[src/rtl/qracc_sram_seq.sv]
// qracc_sram_seq: valid/ready row request sequencer driving the banked QRAcc SRAM port.
// Optional write read-back verify is enabled by defining QRACC_WRITE_VERIFY_EN.
module qracc_sram_seq #(
    parameter int numRows   = 128,
    parameter int numCols   = 8,
    parameter int numBanks  = 8,
    parameter int pchCycles = 2,
    parameter int wlCycles  = 2
) (
    input  logic                        CLK,
    input  logic                        nRESET,
    input  logic                        req_valid,
    output logic                        req_ready,
    input  logic                        req_write,
    input  logic [$clog2(numBanks)-1:0] req_bank,
    input  logic [$clog2(numRows)-1:0]  req_row,
    input  logic [numCols-1:0]          req_wdata,
    input  logic [numCols-1:0]          req_mask,
    output logic                        rsp_valid,
    input  logic                        rsp_ready,
    output logic [numCols-1:0]          rsp_data,
    output logic                        rsp_err,
    output logic [numBanks-1:0]         bank_select,
    output logic                        PCH,
    output logic [numRows-1:0]          WL,
    output logic                        WRITE,
    output logic [numCols-1:0]          WR_DATA,
    output logic [numCols-1:0]          CSEL,
    output logic                        SAEN,
    input  logic [numCols-1:0]          SA_OUT
);
    localparam int BW   = $clog2(numBanks);
    localparam int RW   = $clog2(numRows);
    localparam int CMAX = (pchCycles > wlCycles) ? pchCycles : wlCycles;
    localparam int CW   = (CMAX > 1) ? $clog2(CMAX) : 1;
    localparam logic [CW-1:0] CNT_P = CW'(pchCycles - 1);
    localparam logic [CW-1:0] CNT_W = CW'(wlCycles - 1);

    // state   | meaning
    // S_IDLE  | req_ready high, waiting for a request
    // S_PCH   | precharge strobe, pchCycles long
    // S_WL    | wordline (plus WRITE on the write pass), wlCycles long
    // S_SENSE | wordline held, sense-amp strobe, SA_OUT captured at exit
    // S_RESP  | response held until rsp_ready
    // S_GAP   | one quiet cycle between a write and its verify read
    typedef enum logic [2:0] {
        S_IDLE, S_PCH, S_WL, S_SENSE, S_RESP, S_GAP
    } state_t;

    state_t              r_state, w_state_nxt;
    logic [CW-1:0]       r_cnt, w_cnt_nxt;
    logic                r_vphase, w_vphase_nxt;
    logic                w_accept, w_bank_oor;

    logic                r_write;
    logic [BW-1:0]       r_bank;
    logic [RW-1:0]       r_row;
    logic [numCols-1:0]  r_wdata, r_mask;

    logic                w_write;
    logic [BW-1:0]       w_bank;
    logic [RW-1:0]       w_row;
    logic [numCols-1:0]  w_wdata, w_mask;
    logic [numBanks-1:0] w_bank_oh;
    logic [numRows-1:0]  w_row_oh;
    logic                w_wr_pass, w_arr_on, w_verify_err;

    logic                r_req_ready, r_rsp_valid, r_rsp_err;
    logic [numCols-1:0]  r_rsp_data;
    logic [numBanks-1:0] r_bank_sel;
    logic                r_pch, r_write_o, r_saen;
    logic [numRows-1:0]  r_wl;
    logic [numCols-1:0]  r_wr_data, r_csel;

    assign w_bank_oor   = (int'(req_bank) >= numBanks);
    assign w_verify_err = |((SA_OUT ^ r_wdata) & r_mask);

    always_comb begin
        w_state_nxt  = r_state;
        w_cnt_nxt    = r_cnt;
        w_vphase_nxt = r_vphase;
        w_accept     = 1'b0;
        case (r_state)
            S_IDLE: begin
                if (req_valid) begin
                    w_accept     = 1'b1;
                    w_vphase_nxt = 1'b0;
                    if (w_bank_oor) begin
                        w_state_nxt = S_RESP;
                    end else begin
                        w_state_nxt = S_PCH;
                        w_cnt_nxt   = CNT_P;
                    end
                end
            end
            S_PCH: begin
                if (r_cnt == '0) begin
                    w_state_nxt = S_WL;
                    w_cnt_nxt   = CNT_W;
                end else begin
                    w_cnt_nxt = r_cnt - CW'(1);
                end
            end
            S_WL: begin
                if (r_cnt == '0) begin
                    if (!r_write || r_vphase) begin
                        w_state_nxt = S_SENSE;
                    end else begin
`ifdef QRACC_WRITE_VERIFY_EN
                        w_state_nxt = S_GAP;
`else
                        w_state_nxt = S_IDLE;
`endif
                    end
                end else begin
                    w_cnt_nxt = r_cnt - CW'(1);
                end
            end
            S_GAP: begin
                w_state_nxt  = S_PCH;
                w_cnt_nxt    = CNT_P;
                w_vphase_nxt = 1'b1;
            end
            S_SENSE: w_state_nxt = S_RESP;
            S_RESP: begin
                if (rsp_ready) w_state_nxt = S_IDLE;
            end
            default: w_state_nxt = S_IDLE;
        endcase
    end

    // Outputs are registered from the next state, so on the accept edge the fresh request fields are used.
    always_comb begin
        w_write   = w_accept ? req_write : r_write;
        w_bank    = w_accept ? req_bank  : r_bank;
        w_row     = w_accept ? req_row   : r_row;
        w_wdata   = w_accept ? req_wdata : r_wdata;
        w_mask    = w_accept ? req_mask  : r_mask;
        w_wr_pass = w_write & ~w_vphase_nxt;
        w_arr_on  = (w_state_nxt == S_PCH) || (w_state_nxt == S_WL) || (w_state_nxt == S_SENSE);
        w_bank_oh = '0;
        for (int i = 0; i < numBanks; i++) w_bank_oh[i] = (int'(w_bank) == i);
        w_row_oh = '0;
        for (int i = 0; i < numRows; i++) w_row_oh[i] = (int'(w_row) == i);
    end

    always_ff @(posedge CLK) begin
        if (!nRESET) begin
            r_state     <= S_IDLE;
            r_cnt       <= '0;
            r_vphase    <= 1'b0;
            r_write     <= 1'b0;
            r_bank      <= '0;
            r_row       <= '0;
            r_wdata     <= '0;
            r_mask      <= '0;
            r_req_ready <= 1'b1;
            r_rsp_valid <= 1'b0;
            r_rsp_err   <= 1'b0;
            r_rsp_data  <= '0;
            r_bank_sel  <= '0;
            r_pch       <= 1'b0;
            r_wl        <= '0;
            r_write_o   <= 1'b0;
            r_wr_data   <= '0;
            r_csel      <= '0;
            r_saen      <= 1'b0;
        end else begin
            r_state  <= w_state_nxt;
            r_cnt    <= w_cnt_nxt;
            r_vphase <= w_vphase_nxt;
            if (w_accept) begin
                r_write <= req_write;
                r_bank  <= req_bank;
                r_row   <= req_row;
                r_wdata <= req_wdata;
                r_mask  <= req_mask;
            end
            r_req_ready <= (w_state_nxt == S_IDLE);
            r_rsp_valid <= (w_state_nxt == S_RESP);
            r_bank_sel  <= w_arr_on ? w_bank_oh : '0;
            r_pch       <= (w_state_nxt == S_PCH);
            r_wl        <= ((w_state_nxt == S_WL) || (w_state_nxt == S_SENSE)) ? w_row_oh : '0;
            r_write_o   <= (w_state_nxt == S_WL) && w_wr_pass;
            r_wr_data   <= ((w_state_nxt == S_WL) && w_wr_pass) ? w_wdata : '0;
            r_csel      <= ((w_state_nxt == S_WL) || (w_arr_on && !w_wr_pass)) ? w_mask : '0;
            r_saen      <= (w_state_nxt == S_SENSE);
            if (w_accept && w_bank_oor) begin
                r_rsp_data <= '0;
                r_rsp_err  <= 1'b1;
            end else if (r_state == S_SENSE) begin
                r_rsp_data <= SA_OUT;
                r_rsp_err  <= r_vphase & w_verify_err;
            end
        end
    end

    assign req_ready   = r_req_ready;
    assign rsp_valid   = r_rsp_valid;
    assign rsp_data    = r_rsp_data;
    assign rsp_err     = r_rsp_err;
    assign bank_select = r_bank_sel;
    assign PCH         = r_pch;
    assign WL          = r_wl;
    assign WRITE       = r_write_o;
    assign WR_DATA     = r_wr_data;
    assign CSEL        = r_csel;
    assign SAEN        = r_saen;
endmodule

[config.mk]
export PLATFORM = sky130hd
export DESIGN_NAME = qracc_sram_seq
export DESIGN_NICKNAME = d
export VERILOG_FILES = /design/src/rtl/qracc_sram_seq.sv
export SDC_FILE = /design/constraint.sdc
export NUM_CORES = 1
export LEC_CHECK = 0
export CAP_MARGIN = 15
export CORE_MARGIN = 2
export CORE_UTILIZATION = 46
export DETAILED_ROUTE_END_ITERATION = 16
export HOLD_SLACK_MARGIN = 0.1
export PLACE_DENSITY = 0.82
export SYNTH_ARGS = -nofsm -noshare
export SYNTH_HDL_FRONTEND = slang
export SYNTH_SLANG_ARGS = --single-unit
[constraint.sdc]
create_clock -name CLK -period 2.8 [get_ports CLK]
set_clock_uncertainty 0.2 [all_clocks]
set_input_delay 0.28 -clock CLK [delete_from_list [all_inputs] [get_ports CLK]]
set_output_delay 0.28 -clock CLK [all_outputs]
set_load 0.005 [all_outputs]
==> impl_results.md <==
* Status: finished, final reports clean
* Post-route ant nets at 0
* Placed insts at 955
* Yosys cell types at 44
* First-pass DRT Iterations at 4
* Hold Crit Class: flop to flop
* N_diodes at 0
* Via density per instance at approximately 5.3
* Post-CTS Hold Buffers at 0
* Most common cell in the synthesized netlist: dfxtp_1
* Via count at 5,210
* Flops & latches, synth at 198
* Setup crit start kind: flop
* Clock sinks at 198
* Final std cells w/o fill at 986
* Top_reg_cell synth: dfxtp_1
* Max_slew headroom at 60.9%
* Critical path type: flop to flop
* Worst Path Max Fanout at 64
* Post-synth top area cell: dfxtp_1
* Final hold vios at 0
* Gpl congestion at 0.828
* Initial antenna violation count at 0
* Critical Path End Type: flop
* Ys async rst share at 0%
* Req. time, crit path at approximately 3 ns
* Detailed Route Iter0 Violations at 399
* Period Utilization, post-route at roughly nine tenths
* Worst VDD drop at about 0.00044 V
* RSZ-0062 raised after global routing: no
* Htree depth at 4
* Post-synthesis cell area at 6510 um2
* Syn Inst Count at 603
* Sequential element share of the synthesized area at 60.9%
* Setup tns final at 0 ns
* Fillers at between 900 and 1,000
* Row Count at 43
* Overall Global Routing Usage at 22.2%
* Vias in the first global route at 5,121
* Share of layout cells above drive strength 1 at under 10%
* # port buffers at a little over 200
* Global-route wire length before repair at about 26 mm
* Yosys top cell area share at 60.9%
* Reg-to-Reg Start: r_state[1]
* DRC violations left at 0
* Die H at 123 um
* Final setup viols at 0
* Clock Tree Root: clkbuf_16
* Worst min-delay path startpoint: rsp_data[6]
* Die area at around 15,000 um2
* Largest net degree at the start of global routing at 65
* Post-CTS Setup Bufs at 0
* Top post-synthesis cells by area: dfxtp_1 61%, nor3_1 9.8%, mux2i_1 4.8%, nand4_1 3.2%, nor2b_1 2.3%
* DP HPWL at 11.8 mm
* CTS tree: yes
* Pleak at 3.21 nW
* Core area at 13,800 um2
* Clock Tree Buf Depth at 2
* Grt ovf at 0
* Final slew viol count at 0
* DR WL/cell at around 17 um
* Crit path launch: r_state[1]
* Pwr per Cell Area at approximately 690 nW/um2
* Total wire length at ~16 mm
* Most frequent cells after synthesis: 198 x dfxtp_1, 128 x nor3_1, 33 x nand4_1
* Num CTS Buffers at 17
* Initial Util at between 40% and 50%
* Worst EP arrival at roughly 2.7 ns
* Max Cap Violations at 0
* Ports at 205
* F_max at 392 MHz
* Worst-margin pin slew at 0.585 ns
* Mapped Nets at about 640
* Clk_lat worst skew at 0.42 ns
* Area delta synth->final at 42.9%
* Die Wd at 123 um
* Ys Warns at 0
* Fin crit period at 2.55 ns
* Nets at 833
* Number of synthesized flops with an enable pin at 0
* Clock-pin slew of the registers on the worst-case setup and hold paths at around 0.070 ns
* Post-CTS resize count at 0
* Synthesized area per cell at roughly 11 um2
==> where the power goes <==
part           switching, mW  internal (mW)
sequential            0.0807           2.92
clock                   1.08           1.25
combinational          0.670          0.445
==> path summary, 6_finish.rpt <==
| path | cells past startpoint | endpoint | slack, ns |
|---|---|---|---|
| max | 5 | WL[75] | 0.25 |
| min | 2 | rsp_data[6] | 0.27 |
| max reg2reg | 5 | WL[75] | 0.25 |
| min reg2reg | 2 | rsp_data[6] | 0.27 |
==> layer usage <==
| metal | up-vias | GRT usage [%] | part of all wire [%] | wire length, um |
|---|---|---|---|---|
| met5 | - | 0 | 0 | 0 |
| met1 | 2454 | 25.7 | 39 | 6430 |
| met4 | 0 | 9.34 | 1.8 | 291 |
| met3 | 22 | 6.09 | 8.0 | 1320 |
| met2 | 222 | 38.5 | 51 | 8460 |
| li1 | 2512 | - | - | - |
==> registers in the layout, summed over array words and instances (netlist names), 3 cells and up <==
signal	flops
r_row	7
WL	128
r_wdata	8
bank_select	8
WR_DATA	8
CSEL	8
r_mask	8
rsp_data	8
r_state	3
r_bank	3
==> per-stage QoR <==
step	setup WS (ns)	area [um2]	util, %	hold WS [ns]	total power, mW
after detailed placement	0.136	8720	63.1	0.262	4.18
after CTS	0.272	9300	67.2	0.264	6.48
after global routing	0.149	9300	67.2	0.285	6.72
final	0.250	9300	67.2	0.266	6.44
after floorplan	0.637	6510	-	0.225	3.77
after global placement	0.238	8720	63.1	0.256	4.13
==> kinds of logic (layout without fill, tap and decap cells) <==
| family | count (synthesis) | in the layout | share of synthesized area (%) |
|---|---|---|---|
| compound gates | 29 | 29 | 3.48 |
| xor+xnor | 8 | 8 | 1.08 |
| buf+inv | 57 | 260 | 4.65 |
| flops | 198 | 198 | 60.9 |
| mux | 39 | 39 | 6.15 |
| simple gates | 272 | 272 | 23.7 |
==> worst max-delay path, cell delays in order (launching register included) <==
cell	delay (ns)
dfxtp_1	0.65
nand2b_1	0.14
o22a_1	0.26
or4_2	0.70
buf_12	0.23
nor3_1	0.25
==> layout make-up <==
type	instances	area (um2)	area share, %
Sequential cell	198	3960	42.6
Multi-Input combinational cell	348	2270	24.4
Timing Repair Buffer	222	2240	24.1
Clock buffer	17	425	4.58
Tap cell	180	225	2.42
Clock inverter	14	145	1.56
Inverter	7	26.3	0.283
==> cell usage in the layout (no fill, tap or decap), types with 11 or more instances in the layout <==
master / instances
clkdlybuf4s50_1: 204
dfxtp_1: 198
nor3_1: 128
nand4_1: 33
mux2i_1: 30
nor2b_1: 24
nand2_1: 20
clkbuf_16: 17
nor4_1: 16
buf_4: 13
nor3_2: 11
(Power assumes the default switching activity.)
